==> config.mk <==
export PLATFORM = sky130hd
export DESIGN_NAME = au_issue_buffer_flat
export DESIGN_NICKNAME = d
export VERILOG_FILES = /design/src/rtl/rv32i_types_pkg.sv /design/src/rtl/au_issue_buffer_if.sv /design/src/rtl/au_iq_wakeup.sv /design/src/rtl/au_issue_buffer.sv /design/src/flat_wrapper.sv
export SDC_FILE = /design/constraint.sdc
export NUM_CORES = 1
export LEC_CHECK = 0
export BUFFER_PORTS_ARGS = -buffer_cell sky130_fd_sc_hd__buf_2
export CAP_MARGIN = 20
export CORE_MARGIN = 4
export CORE_UTILIZATION = 50
export CTS_CLUSTER_DIAMETER = 80
export DETAILED_ROUTE_END_ITERATION = 16
export MAX_ROUTING_LAYER = met4
export PLACE_DENSITY = 0.7
export REMOVE_ABC_BUFFERS = 1
export SETUP_SLACK_MARGIN = 0.15
export SLEW_MARGIN = 20
export SYNTH_ARGS = -nofsm -noshare
export SYNTH_HDL_FRONTEND = slang
export SYNTH_SLANG_ARGS = --single-unit
==> constraint.sdc <==
create_clock -name CLK -period 3.51 [get_ports CLK]
set_input_delay 0.5265 -clock CLK [delete_from_list [all_inputs] [get_ports CLK]]
set_output_delay 0.5265 -clock CLK [all_outputs]
set_load 0.05 [all_outputs]
==> src/rtl/rv32i_types_pkg.sv <==
// Shared RV32I types for the arithmetic-unit issue path: ALU op and
// write-source encodings, the issue-buffer entry layout and a small
// wakeup helper.
package rv32i_types_pkg;

    localparam int REG_W  = 5;
    localparam int DATA_W = 32;

    typedef enum logic [3:0] {
        ALU_SLL  = 4'd0,
        ALU_SRL  = 4'd1,
        ALU_SRA  = 4'd2,
        ALU_ADD  = 4'd3,
        ALU_SUB  = 4'd4,
        ALU_AND  = 4'd5,
        ALU_OR   = 4'd6,
        ALU_XOR  = 4'd7,
        ALU_SLT  = 4'd8,
        ALU_SLTU = 4'd9
    } aluop_t;

    typedef enum logic [1:0] {
        W_SRC_ALU = 2'd0,
        W_SRC_CSR = 2'd1,
        W_SRC_IMM = 2'd2,
        W_SRC_PC  = 2'd3
    } w_src_t;

    typedef struct packed {
        logic              valid;
        aluop_t            aluop;
        w_src_t            w_src;
        logic [REG_W-1:0]  rd;
        logic [REG_W-1:0]  a_tag;
        logic [REG_W-1:0]  b_tag;
        logic              a_rdy;
        logic              b_rdy;
        logic [DATA_W-1:0] a_val;
        logic [DATA_W-1:0] b_val;
    } au_iq_entry_t;

    // A broadcast to x0 never wakes anything: x0 is hardwired and always ready.
    function automatic logic tag_hit(input logic wb_valid,
                                     input logic [REG_W-1:0] wb_rd,
                                     input logic [REG_W-1:0] tag);
        return wb_valid && (wb_rd != 5'd0) && (wb_rd == tag);
    endfunction

endpackage

==> src/rtl/au_issue_buffer_if.sv <==
// Dispatch / writeback / issue bundle of the arithmetic-unit issue buffer.
interface au_issue_buffer_if #(
    parameter int DEPTH = 4
) ();
    logic                          flush;
    logic                          enq_valid;
    logic                          enq_ready;
    rv32i_types_pkg::aluop_t       enq_aluop;
    rv32i_types_pkg::w_src_t       enq_w_src;
    logic [4:0]                    enq_rd;
    logic [4:0]                    enq_a_tag;
    logic [4:0]                    enq_b_tag;
    logic                          enq_a_rdy;
    logic                          enq_b_rdy;
    logic [31:0]                   enq_a;
    logic [31:0]                   enq_b;
    logic                          wb_valid;
    logic [4:0]                    wb_rd;
    logic [31:0]                   wb_data;
    logic                          iss_ready;
    logic                          iss_valid;
    logic [31:0]                   iss_port_a;
    logic [31:0]                   iss_port_b;
    rv32i_types_pkg::aluop_t       iss_aluop;
    rv32i_types_pkg::w_src_t       iss_w_src;
    logic [4:0]                    iss_rd;
    logic [$clog2(DEPTH):0]        count;

    modport master (
        output flush, enq_valid, enq_aluop, enq_w_src, enq_rd, enq_a_tag, enq_b_tag,
               enq_a_rdy, enq_b_rdy, enq_a, enq_b, wb_valid, wb_rd, wb_data, iss_ready,
        input  enq_ready, iss_valid, iss_port_a, iss_port_b, iss_aluop, iss_w_src,
               iss_rd, count
    );

    modport slave (
        input  flush, enq_valid, enq_aluop, enq_w_src, enq_rd, enq_a_tag, enq_b_tag,
               enq_a_rdy, enq_b_rdy, enq_a, enq_b, wb_valid, wb_rd, wb_data, iss_ready,
        output enq_ready, iss_valid, iss_port_a, iss_port_b, iss_aluop, iss_w_src,
               iss_rd, count
    );
endinterface

==> src/rtl/au_iq_wakeup.sv <==
// Per-entry operand wakeup: next ready bits and values of one entry's two
// source operands given the current writeback broadcast.
module au_iq_wakeup
    import rv32i_types_pkg::*;
(
    input  logic [4:0]  a_tag,
    input  logic [4:0]  b_tag,
    input  logic        a_rdy,
    input  logic        b_rdy,
    input  logic [31:0] a_val,
    input  logic [31:0] b_val,
    input  logic        wb_valid,
    input  logic [4:0]  wb_rd,
    input  logic [31:0] wb_data,
    output logic        a_rdy_nxt,
    output logic        b_rdy_nxt,
    output logic [31:0] a_val_nxt,
    output logic [31:0] b_val_nxt
);

    // Operand A: x0 is forced ready (value 0 if dispatch left it pending), otherwise capture a tag match.
    always_comb begin
        a_rdy_nxt = a_rdy;
        a_val_nxt = a_val;
        if (a_tag == 5'd0) begin
            a_rdy_nxt = 1'b1;
            a_val_nxt = a_rdy ? a_val : 32'h0000_0000;
        end else if (!a_rdy && tag_hit(wb_valid, wb_rd, a_tag)) begin
            a_rdy_nxt = 1'b1;
            a_val_nxt = wb_data;
        end else begin
            a_rdy_nxt = a_rdy;
            a_val_nxt = a_val;
        end
    end

    // Operand B: same rule, independent of A so both can wake together.
    always_comb begin
        b_rdy_nxt = b_rdy;
        b_val_nxt = b_val;
        if (b_tag == 5'd0) begin
            b_rdy_nxt = 1'b1;
            b_val_nxt = b_rdy ? b_val : 32'h0000_0000;
        end else if (!b_rdy && tag_hit(wb_valid, wb_rd, b_tag)) begin
            b_rdy_nxt = 1'b1;
            b_val_nxt = wb_data;
        end else begin
            b_rdy_nxt = b_rdy;
            b_val_nxt = b_val;
        end
    end

endmodule

==> src/rtl/au_issue_buffer.sv <==
// In-order issue buffer in front of the arithmetic unit. Circular buffer of
// DEPTH entries; pending operands are captured from the writeback broadcast
// and the head issues once both operands are ready.
module au_issue_buffer
    import rv32i_types_pkg::*;
#(
    parameter int DEPTH = 4
) (
    input  logic             CLK,
    input  logic             nRST,
    au_issue_buffer_if.slave bus
);

    localparam int PW = $clog2(DEPTH);
    localparam int CW = PW + 1;
    localparam logic [CW-1:0] FULL_CNT = CW'(DEPTH);

    au_iq_entry_t  entry_r     [DEPTH];
    au_iq_entry_t  entry_nxt_s [DEPTH];
    au_iq_entry_t  enq_entry_s;
    logic [PW-1:0] head_r, tail_r, head_nxt_s, tail_nxt_s;
    logic [CW-1:0] count_r, count_nxt_s;
    logic          enq_ready_s, iss_valid_s, do_enq_s, do_iss_s;

    logic          wk_a_rdy_s [DEPTH];
    logic          wk_b_rdy_s [DEPTH];
    logic [31:0]   wk_a_val_s [DEPTH];
    logic [31:0]   wk_b_val_s [DEPTH];
    logic          enq_a_rdy_s, enq_b_rdy_s;
    logic [31:0]   enq_a_val_s, enq_b_val_s;

    for (genvar i = 0; i < DEPTH; i++) begin : g_wake
        au_iq_wakeup u_wake (
            .a_tag     (entry_r[i].a_tag),
            .b_tag     (entry_r[i].b_tag),
            .a_rdy     (entry_r[i].a_rdy),
            .b_rdy     (entry_r[i].b_rdy),
            .a_val     (entry_r[i].a_val),
            .b_val     (entry_r[i].b_val),
            .wb_valid  (bus.wb_valid),
            .wb_rd     (bus.wb_rd),
            .wb_data   (bus.wb_data),
            .a_rdy_nxt (wk_a_rdy_s[i]),
            .b_rdy_nxt (wk_b_rdy_s[i]),
            .a_val_nxt (wk_a_val_s[i]),
            .b_val_nxt (wk_b_val_s[i])
        );
    end

    // The entry being enqueued sees the same-cycle broadcast too.
    au_iq_wakeup u_enq_wake (
        .a_tag     (bus.enq_a_tag),
        .b_tag     (bus.enq_b_tag),
        .a_rdy     (bus.enq_a_rdy),
        .b_rdy     (bus.enq_b_rdy),
        .a_val     (bus.enq_a),
        .b_val     (bus.enq_b),
        .wb_valid  (bus.wb_valid),
        .wb_rd     (bus.wb_rd),
        .wb_data   (bus.wb_data),
        .a_rdy_nxt (enq_a_rdy_s),
        .b_rdy_nxt (enq_b_rdy_s),
        .a_val_nxt (enq_a_val_s),
        .b_val_nxt (enq_b_val_s)
    );

    assign enq_ready_s = (count_r != FULL_CNT);
    assign iss_valid_s = entry_r[head_r].valid & entry_r[head_r].a_rdy & entry_r[head_r].b_rdy;
    assign do_enq_s    = bus.enq_valid & enq_ready_s;
    assign do_iss_s    = iss_valid_s & bus.iss_ready;

    assign bus.enq_ready  = enq_ready_s;
    assign bus.iss_valid  = iss_valid_s;
    assign bus.iss_port_a = entry_r[head_r].a_val;
    assign bus.iss_port_b = entry_r[head_r].b_val;
    assign bus.iss_aluop  = entry_r[head_r].aluop;
    assign bus.iss_w_src  = entry_r[head_r].w_src;
    assign bus.iss_rd     = entry_r[head_r].rd;
    assign bus.count      = count_r;

    // Assemble the incoming entry with its post-wakeup operand state.
    always_comb begin
        enq_entry_s       = '0;
        enq_entry_s.valid = 1'b1;
        enq_entry_s.aluop = bus.enq_aluop;
        enq_entry_s.w_src = bus.enq_w_src;
        enq_entry_s.rd    = bus.enq_rd;
        enq_entry_s.a_tag = bus.enq_a_tag;
        enq_entry_s.b_tag = bus.enq_b_tag;
        enq_entry_s.a_rdy = enq_a_rdy_s;
        enq_entry_s.b_rdy = enq_b_rdy_s;
        enq_entry_s.a_val = enq_a_val_s;
        enq_entry_s.b_val = enq_b_val_s;
    end

    // Next state: wakeup, then issue at head, enqueue at tail; flush overrides everything.
    always_comb begin
        entry_nxt_s = entry_r;
        head_nxt_s  = head_r;
        tail_nxt_s  = tail_r;
        count_nxt_s = count_r;
        for (int i = 0; i < DEPTH; i++) begin
            if (entry_r[i].valid) begin
                entry_nxt_s[i].a_rdy = wk_a_rdy_s[i];
                entry_nxt_s[i].b_rdy = wk_b_rdy_s[i];
                entry_nxt_s[i].a_val = wk_a_val_s[i];
                entry_nxt_s[i].b_val = wk_b_val_s[i];
            end else begin
                entry_nxt_s[i] = entry_r[i];
            end
        end
        if (do_iss_s) begin
            entry_nxt_s[head_r].valid = 1'b0;
            head_nxt_s = head_r + PW'(1);
        end else begin
            head_nxt_s = head_r;
        end
        if (do_enq_s) begin
            entry_nxt_s[tail_r] = enq_entry_s;
            tail_nxt_s = tail_r + PW'(1);
        end else begin
            tail_nxt_s = tail_r;
        end
        case ({do_enq_s, do_iss_s})
            2'b10:   count_nxt_s = count_r + CW'(1);
            2'b01:   count_nxt_s = count_r - CW'(1);
            default: count_nxt_s = count_r;
        endcase
        if (bus.flush) begin
            for (int i = 0; i < DEPTH; i++) begin
                entry_nxt_s[i].valid = 1'b0;
            end
            head_nxt_s  = '0;
            tail_nxt_s  = '0;
            count_nxt_s = '0;
        end else begin
            count_nxt_s = count_nxt_s;
        end
    end

    // State register; storage clears on reset so the issue outputs start at 0.
    always_ff @(posedge CLK or negedge nRST) begin
        if (!nRST) begin
            for (int i = 0; i < DEPTH; i++) begin
                entry_r[i] <= '0;
            end
            head_r  <= '0;
            tail_r  <= '0;
            count_r <= '0;
        end else begin
            for (int i = 0; i < DEPTH; i++) begin
                entry_r[i] <= entry_nxt_s[i];
            end
            head_r  <= head_nxt_s;
            tail_r  <= tail_nxt_s;
            count_r <= count_nxt_s;
        end
    end

endmodule

==> src/flat_wrapper.sv <==
// flat-port wrapper written by rule: the top's interface ports become plain ports
module au_issue_buffer_flat import rv32i_types_pkg::*;
#(
    parameter int DEPTH = 4
)
  (CLK, nRST, bus_flush, bus_enq_valid, bus_enq_aluop, bus_enq_w_src, bus_enq_rd, bus_enq_a_tag, bus_enq_b_tag, bus_enq_a_rdy, bus_enq_b_rdy, bus_enq_a, bus_enq_b, bus_wb_valid, bus_wb_rd, bus_wb_data, bus_iss_ready, bus_enq_ready, bus_iss_valid, bus_iss_port_a, bus_iss_port_b, bus_iss_aluop, bus_iss_w_src, bus_iss_rd, bus_count);
  au_issue_buffer_if #(.DEPTH(DEPTH)) bus_i ();
  input  logic CLK;
  input  logic nRST;
  input wire logic [$bits(bus_i.flush)-1:0] bus_flush;
  input wire logic [$bits(bus_i.enq_valid)-1:0] bus_enq_valid;
  input wire logic [$bits(bus_i.enq_aluop)-1:0] bus_enq_aluop;
  input wire logic [$bits(bus_i.enq_w_src)-1:0] bus_enq_w_src;
  input wire logic [$bits(bus_i.enq_rd)-1:0] bus_enq_rd;
  input wire logic [$bits(bus_i.enq_a_tag)-1:0] bus_enq_a_tag;
  input wire logic [$bits(bus_i.enq_b_tag)-1:0] bus_enq_b_tag;
  input wire logic [$bits(bus_i.enq_a_rdy)-1:0] bus_enq_a_rdy;
  input wire logic [$bits(bus_i.enq_b_rdy)-1:0] bus_enq_b_rdy;
  input wire logic [$bits(bus_i.enq_a)-1:0] bus_enq_a;
  input wire logic [$bits(bus_i.enq_b)-1:0] bus_enq_b;
  input wire logic [$bits(bus_i.wb_valid)-1:0] bus_wb_valid;
  input wire logic [$bits(bus_i.wb_rd)-1:0] bus_wb_rd;
  input wire logic [$bits(bus_i.wb_data)-1:0] bus_wb_data;
  input wire logic [$bits(bus_i.iss_ready)-1:0] bus_iss_ready;
  output wire logic [$bits(bus_i.enq_ready)-1:0] bus_enq_ready;
  output wire logic [$bits(bus_i.iss_valid)-1:0] bus_iss_valid;
  output wire logic [$bits(bus_i.iss_port_a)-1:0] bus_iss_port_a;
  output wire logic [$bits(bus_i.iss_port_b)-1:0] bus_iss_port_b;
  output wire logic [$bits(bus_i.iss_aluop)-1:0] bus_iss_aluop;
  output wire logic [$bits(bus_i.iss_w_src)-1:0] bus_iss_w_src;
  output wire logic [$bits(bus_i.iss_rd)-1:0] bus_iss_rd;
  output wire logic [$bits(bus_i.count)-1:0] bus_count;
  assign bus_i.flush = bus_flush;
  assign bus_i.enq_valid = bus_enq_valid;
  assign bus_i.enq_aluop = bus_enq_aluop;
  assign bus_i.enq_w_src = bus_enq_w_src;
  assign bus_i.enq_rd = bus_enq_rd;
  assign bus_i.enq_a_tag = bus_enq_a_tag;
  assign bus_i.enq_b_tag = bus_enq_b_tag;
  assign bus_i.enq_a_rdy = bus_enq_a_rdy;
  assign bus_i.enq_b_rdy = bus_enq_b_rdy;
  assign bus_i.enq_a = bus_enq_a;
  assign bus_i.enq_b = bus_enq_b;
  assign bus_i.wb_valid = bus_wb_valid;
  assign bus_i.wb_rd = bus_wb_rd;
  assign bus_i.wb_data = bus_wb_data;
  assign bus_i.iss_ready = bus_iss_ready;
  assign bus_enq_ready = bus_i.enq_ready;
  assign bus_iss_valid = bus_i.iss_valid;
  assign bus_iss_port_a = bus_i.iss_port_a;
  assign bus_iss_port_b = bus_i.iss_port_b;
  assign bus_iss_aluop = bus_i.iss_aluop;
  assign bus_iss_w_src = bus_i.iss_w_src;
  assign bus_iss_rd = bus_i.iss_rd;
  assign bus_count = bus_i.count;
  au_issue_buffer #(.DEPTH(DEPTH)) u_core (.CLK(CLK), .nRST(nRST), .bus(bus_i));
endmodule
==> results.txt, run 1 <==
Total gr overflow = 0
Nets = 2220
Crit path largest cell delay = 620 ps
Syn Inst Count = 1977
Area after DPL = 20900 um^2
Hold Crit Class = input port to register
Drt via density = 6.64
Rows = 72
VDD IR-drop max = 0.420 mV
H-tree depth = 2
Tot GR Track Use = 31.1%
Layout Cells excl Fill = 2633
Mux cell area share after synthesis = 10.3%
Slew Viols, Final = 0
Core ar. = 38600 um^2
TritonCTS clock tree = done
WS Path Type = register to output pin
Worst Path Arrival = 2390 ps
Combinational family with the most area after synthesis = compound AO/OA/AOI/OAI gates
Most frequent cells in the layout = nand2_1 (458), dfrtp_1 (357), buf_2 (208), a21oi_1 (143), a221oi_1 (130)
Max-Cap Viols = 0
Fmax = 0.342 GHz
Final Hold Vio Count = 0
Buffers added on ports = 209
Required @ worst endpoint = 2980 ps
Final setup fails = 0
Register share of total power = 41.0%
Skew final = 29.1 ps
Post-Synth Simple-Gate Area = 14.5%
Worst R2R Setup Slack = 980 ps
Crit Path Max Fanout = 41
Clock share of power = 25.3%
Postcts setup bufs = 0
Internal = 10400 uW
Xor-xnor portion of the synthesized cell area = 2.43%
Final WL = 65.1 mm
Worst Max-Slew Pin Slew = 979 ps
CTS Hold Buffers Added = 1
Total clock buffers created by CTS = 42
Syn avg cell area = 9.86 um^2
Clock latency on the worst-skew pair = 560 ps
Status = completed
Worst r2r path cells = 7
Relative slew slack = 34.6%
Placed Cells = 2554
Main flop type after synthesis = dfrtp_1
RSZ-0062 raised after global routing = no
DIE AREA = 42200 um^2
Seq/Total Area, Yosys = 46.1%
Adder-cell area share of the yosys netlist = 0.616%
Area delta synth->final = 13.8%
Cell area after synthesis = 19500 um^2
CP Capture Type = output pin
CTS Sinks = 359
Stages on worst setup path = 3
Layout cell share with drive strength beyond 1 = 20.4%
Switching share of power = 36.6%
Vias in the first global route = 17600
Synth cell types = 63
Final Cycle Share = 83.2%
Fin crit period = 2920 ps
Synth Area in Compound Gates = 20.4%
Number of flops mapped to enable cells by yosys = 0
Post-route cell area = 22200 um^2
Die Ht = 205 um
Die X = 205 um
First-pass GRT wire length = 100 mm
Largest net degree at the start of global routing = 85
Post-Route Hold Slack = 216 ps
# resized after CTS = 0
Via Count = 17500
Power per cell area = 741 nW/um^2
Placer Congestion = 0.914
Starting Density = 50.6%
CP top delay family = multiplexers
CP cell instances = buf_12 -> mux4_2 -> buf_2
Static leakage = 0.0101 uW
Critical Path Start Type = register
CP startpoint = u_core.head_r[0]
I/O pins = 210
Seq cells post-synth = 359
Bufs and invs on worst path = 2
DR pass1 iterations = 9
HPWL Detailed = 40.0 mm
DR WL/cell = 24.7 um
Synth async-reset ratio = 100%
Sw Pwr = 6020 uW
Clock slew at reported path FFs = 60 ps
Longest Clk Path Bufs = 3
Slowest-stage cell, CP = mux4_2
Initial antenna violation count = 7
Most common cell after layout, fill and taps aside = nand2_1
DRC = 0
R2r startpoint = u_core.bus.count[0]
Comb pwr share = 33.7%
DR iter-0 viols = 2114
Remaining antenna violation count = 0
Yosys Warn Count = 0
Worst Setup EP = bus_iss_port_a[11]
Clock root cell = clkbuf_16
R2r endpoint = u_core.entry_r[192]
-- worst min path at each step --
| stage | start | endpoint | slack [ps] | depth (start not counted) |
|---|---|---|---|---|
| 6_report | bus_enq_rd[2] | u_core.entry_r[254] | 220 | 3 |
| 5_1_grt | bus_enq_aluop[2] | u_core.entry_r[85] | 210 | 3 |
| 3_3_place_gp | u_core.entry_r[174] | u_core.entry_r[174] | 450 | 2 |
| 3_5_place_dp | u_core.entry_r[171] | u_core.entry_r[171] | 460 | 2 |
| 4_1_cts | bus_enq_aluop[0] | u_core.entry_r[83] | 190 | 3 |
| 2_1_floorplan | nRST | u_core.bus.count[0] | 230 | 0 |
-- state kept, by name, indices dropped and copies added, names as in the netlist --
name	cells
u_core.entry_r	352
u_core.bus.count	3
u_core.head_r	2
u_core.tail_r	2
-- power groups by stage --
stage	Clock, uW	Sequential [uW]	Combinational, uW
global placement	0	6670	5290
CTS	4220	6690	5500
global route	4380	6890	6010
floorplan	0	6480	4080
finish	4150	6740	5530
detailed placement	0	6750	5480
-- final cells by class --
cell class	count	area, um^2
antenna	9	22.5
clock buffer	64	1210
clock inverter	5	56.3
fill	3398	16400
inverter	40	150
multi-input combinational	1373	9490
sequential	359	8990
tap	518	648
timing repair buffer	265	1600
-- kinds of logic after synthesis --
kind of cell               Yosys count
and+or+nand+nor                    655
AOI/OAI and AO/OA                  548
DFF                                359
buffers and inverters              245
muxes                              107
xor gates and xnor gates            54
adders and majority gates            9
-- Yosys cell counts (3+ instances only) --
library cell  number  share of area, %
nor3_1            16              0.41
a221o_1           34               1.7
a221oi_1         130               5.8
a21o_1             5              0.19
mux2i_1           32               1.6
o221ai_1          29               1.3
inv_1             40              0.77
and3_1            38               1.2
nor2_1            62               1.2
buf_1             16              0.31
ha_1               8              0.51
nand3_1           19              0.49
nor2b_1           17              0.55
dfrtp_1          359                46
a21boi_1          28               1.1
a222oi_1          29               1.5
buf_4              7              0.27
a31oi_1           49               1.6
o211ai_1          13              0.50
xor2_1            24               1.1
xnor2_1           30               1.3
nand2b_1           8              0.26
nand4_1            7              0.22
nand3b_1           3              0.12
clkbuf_1         116               2.2
o21ai_1           29              0.74
a32oi_1           17              0.76
buf_6              7              0.40
mux4_2            75               8.7
buf_2             57               1.5
a22oi_1           11              0.42
and2_1             5              0.16
nand2_1          459               8.8
o21ai_0           18              0.46
a21oi_1          144               3.7
-- layer usage --
| metal | global-route usage, % | vias up | routed length (um) |
|---|---|---|---|
| met4 | 12.2 | 0 | 2480 |
| met2 | 47.2 | 1084 | 30000 |
| li1 | - | 7510 | - |
| met5 | - | - | 0 |
| met1 | 41.5 | 8734 | 25800 |
| met3 | 6.62 | 164 | 6720 |
-- through the flow --
step	utilization (%)	power (uW)	setup slack, ps	setup TNS (ps)
after floorplan	-	10600	-1890	-226360
after global placement	54.1	12000	656	0
after detailed placement	54.1	12200	548	0
after CTS	57.5	16400	557	0
after global routing	57.5	17300	496	0
final	57.5	16400	590	0
-- worst reg2reg max path, cell delays in order (launching register included) --
cell	delay [ps]
dfrtp_1	440
or3b_1	530
and2_1	290
nand2_2	140
mux2i_2	220
buf_4	400
a21boi_1	240
o221ai_1	150
Power figures use the tool's default switching activity.
==> inputs of run 2 (changes only) <==
==> constraint.sdc (replaced) <==
create_clock -name CLK -period 2.9 [get_ports CLK]
set_input_delay 0.435 -clock CLK [delete_from_list [all_inputs] [get_ports CLK]]
set_output_delay 0.435 -clock CLK [all_outputs]
set_load 0.05 [all_outputs]
==> run 2 against run 1 <==
  * Flip-flop and latch count did not move
  * Via count increased by 0.71%
  * Final area is 1.4% higher
  * Combinational power up 21%
  * Sequential power is 21% higher
  * Register-to-register slack worse by 670 ps
  * Hold slack worse by 100 ps
  * Final cell count is 0.42% higher
  * Clock skew decreased by 6.7 ps
  * Clock power grew 25%
==> results.txt, run 2 (same netlist as run 1, synthesis figures left out) <==
Max-Cap Viols = 0 (unchanged)
Die Ht = 205 um (unchanged)
Placed Cells = 2566 (+0.47%)
Final core utilization = 58.3% (+0.80 points)
Status = completed
Vias in the first global route = 17800 (+1.1%)
R2r endpoint = u_core.entry_r[48]
DRC = 0 (unchanged)
Crit path largest cell delay = 630 ps (about the same)
WS Path Type = register to output pin
Layout Cells excl Fill = 2644 (+0.42%)
Relative slew slack = 32.1% (-2.5 points)
Hold Crit Class = input port to register
Worst r2r path cells = 6 (-1)
Slew Viols, Final = 0 (unchanged)
# resized after CTS = 0 (unchanged)
Largest net degree at the start of global routing = 89 (+4.7%)
HPWL Detailed = 40.3 mm (+0.74%)
Most common cell after layout, fill and taps aside = nand2_1
Nets = 2233 (+0.59%)
Die X = 205 um (unchanged)
VDD IR-drop max = 0.509 mV (+21%)
Area delta synth->final = 15.3%
Worst R2R Setup Slack = 310 ps (-670 ps)
Placer Congestion = 0.910 (-0.44%)
Clock latency on the worst-skew pair = 570 ps (about the same)
Clock slew at reported path FFs = 60 ps (about the same)
Crit Path Max Fanout = 34 (-17%)
CP startpoint = u_core.head_r[0]
Worst Hold Path Cells = 3 (unchanged)
Pwr Total = 20100 uW (+22%)
DR iter-0 viols = 1916 (-9.4%)
Drt via density = 6.66 (+0.30%)
CP cell instances = buf_12 -> mux4_2 -> buf_2
Area after DPL = 21100 um^2 (+1.2%)
H-tree depth = 2 (unchanged)
Layout cell share with drive strength beyond 1 = 21.2% (+0.83 points)
Via Count = 17600 (+0.71%)
RSZ-0062 raised after global routing = no
DR WL/cell = 24.7 um (-0.26%)
Hold Crit Endpoint = u_core.entry_r[260]
R2r startpoint = u_core.bus.count[0]
Required @ worst endpoint = 2470 ps (-510 ps)
Hold Crit Start = bus_enq_aluop[1]
Most frequent cells in the layout = nand2_1 (458), dfrtp_1 (357), buf_2 (208), a21oi_1 (143), a221oi_1 (130)
Total clock buffers created by CTS = 41 (-2.4%)
DR pass1 iterations = 8 (-1)
Max reg flops = 352 (unchanged)
Register bank with the most flops = u_core.entry_r
Buffers added on ports = 209 (unchanged)
Post-route cell area = 22500 um^2 (+1.4%)
Starting Density = 50.6% (unchanged)
Longest Clk Path Bufs = 3 (unchanged)
Worst Path Arrival = 2240 ps (-150 ps)
Total gr overflow = 0 (unchanged)
Power per cell area = 892 nW/um^2 (+21%)
Final Cycle Share = 92.4%
Remaining antenna violation count = 0 (unchanged)
Final WL = 65.2 mm (+0.16%)
TritonCTS clock tree = done
Clock root cell = clkbuf_16
Static leakage = 0.0102 uW (+1.7%)
Final setup fails = 0 (unchanged)
Rows = 72 (unchanged)
Critical Path Start Type = register
Final Hold Vio Count = 0 (unchanged)
Skew final = 22.4 ps (-6.69 ps)
CP Capture Type = output pin
Core ar. = 38600 um^2 (unchanged)
Fmax = 0.373 GHz
Fin crit period = 2680 ps
CTS Sinks = 359 (unchanged)
Initial antenna violation count = 3 (-4)
Worst Max-Slew Pin Slew = 1010 ps (+35.2 ps)
I/O pins = 210 (unchanged)
First-pass GRT wire length = 101 mm (+0.78%)
DIE AREA = 42200 um^2 (unchanged)
Slowest-stage cell, CP = mux4_2
Total Neg Setup Slack = 0 ps (unchanged)
Tot GR Track Use = 31.4% (+0.24 points)
-- run 2: cell count changes in the layout (fill, tap and decap cells not counted), sizes merged --
cell | before | now
buf | 264 | 278
diode | 9 | 3
clkinv | 2 | 5
-- run 2: area by class of cell --
class                           count  area (um^2)
Clock buffer                       64         1250
Tap cell                          518          648
Antenna cell                        3         7.51
Sequential cell                   359         8990
Clock inverter                      8         71.3
Timing Repair Buffer              279         1870
Multi-Input combinational cell   1373         9490
Fill cell                        3378        16100
Inverter                           40          150
-- run 2: stage by stage --
| step | hold slack [ps] | setup slack, ps |
|---|---|---|
| CTS | 91.4 | 206 |
| floorplan | 139 | -2500 |
| global route | 119 | 170 |
| finish | 116 | 221 |
| detailed placement | 448 | 108 |
| global placement | 449 | 207 |
-- run 2: how the worst max path moves through the flow --
| stage | end | slack [ps] | cells after the start |
|---|---|---|---|
| after floorplan | u_core.entry_r[37] | -2500 | 4 |
| after global placement | u_core.entry_r[48] | 210 | 8 |
| after detailed placement | u_core.entry_r[47] | 110 | 8 |
| after CTS | bus_iss_port_a[12] | 210 | 3 |
| after global routing | bus_iss_port_a[12] | 170 | 3 |
| final | bus_iss_port_a[12] | 220 | 3 |
-- run 2: layer usage --
| metal | share of wire (%) | track usage, % | vias up | wire length (um) |
|---|---|---|---|---|
| met3 | 11 | 6.79 | 131 | 6900 |
| met2 | 47 | 48.4 | 1148 | 30400 |
| li1 | - | - | 7531 | - |
| met1 | 40 | 41.5 | 8807 | 25800 |
| met5 | 0 | - | - | 0 |
| met4 | 3.2 | 11.3 | 0 | 2070 |
-- run 2: report_power, final --
group | switching [uW] | internal, uW
combinational | 3950 | 2750
clock | 2140 | 3050
sequential | 1270 | 6910
-- run 2: critical path, delay by kind of cell, from the launching register on --
| family | cells | cell delay (ps) |
|---|---|---|
| buffers and inverters | 2 | 560 |
| flip-flops | 1 | 480 |
| multiplexers | 1 | 630 |
-- run 2: what timing repair did --
action / CTS / global route
hold endpoints to repair: 62 / 0
buffers inserted: 2 / 0
hold buffers: 1 / 0
endpoints found under the setup margin: 64 / 0
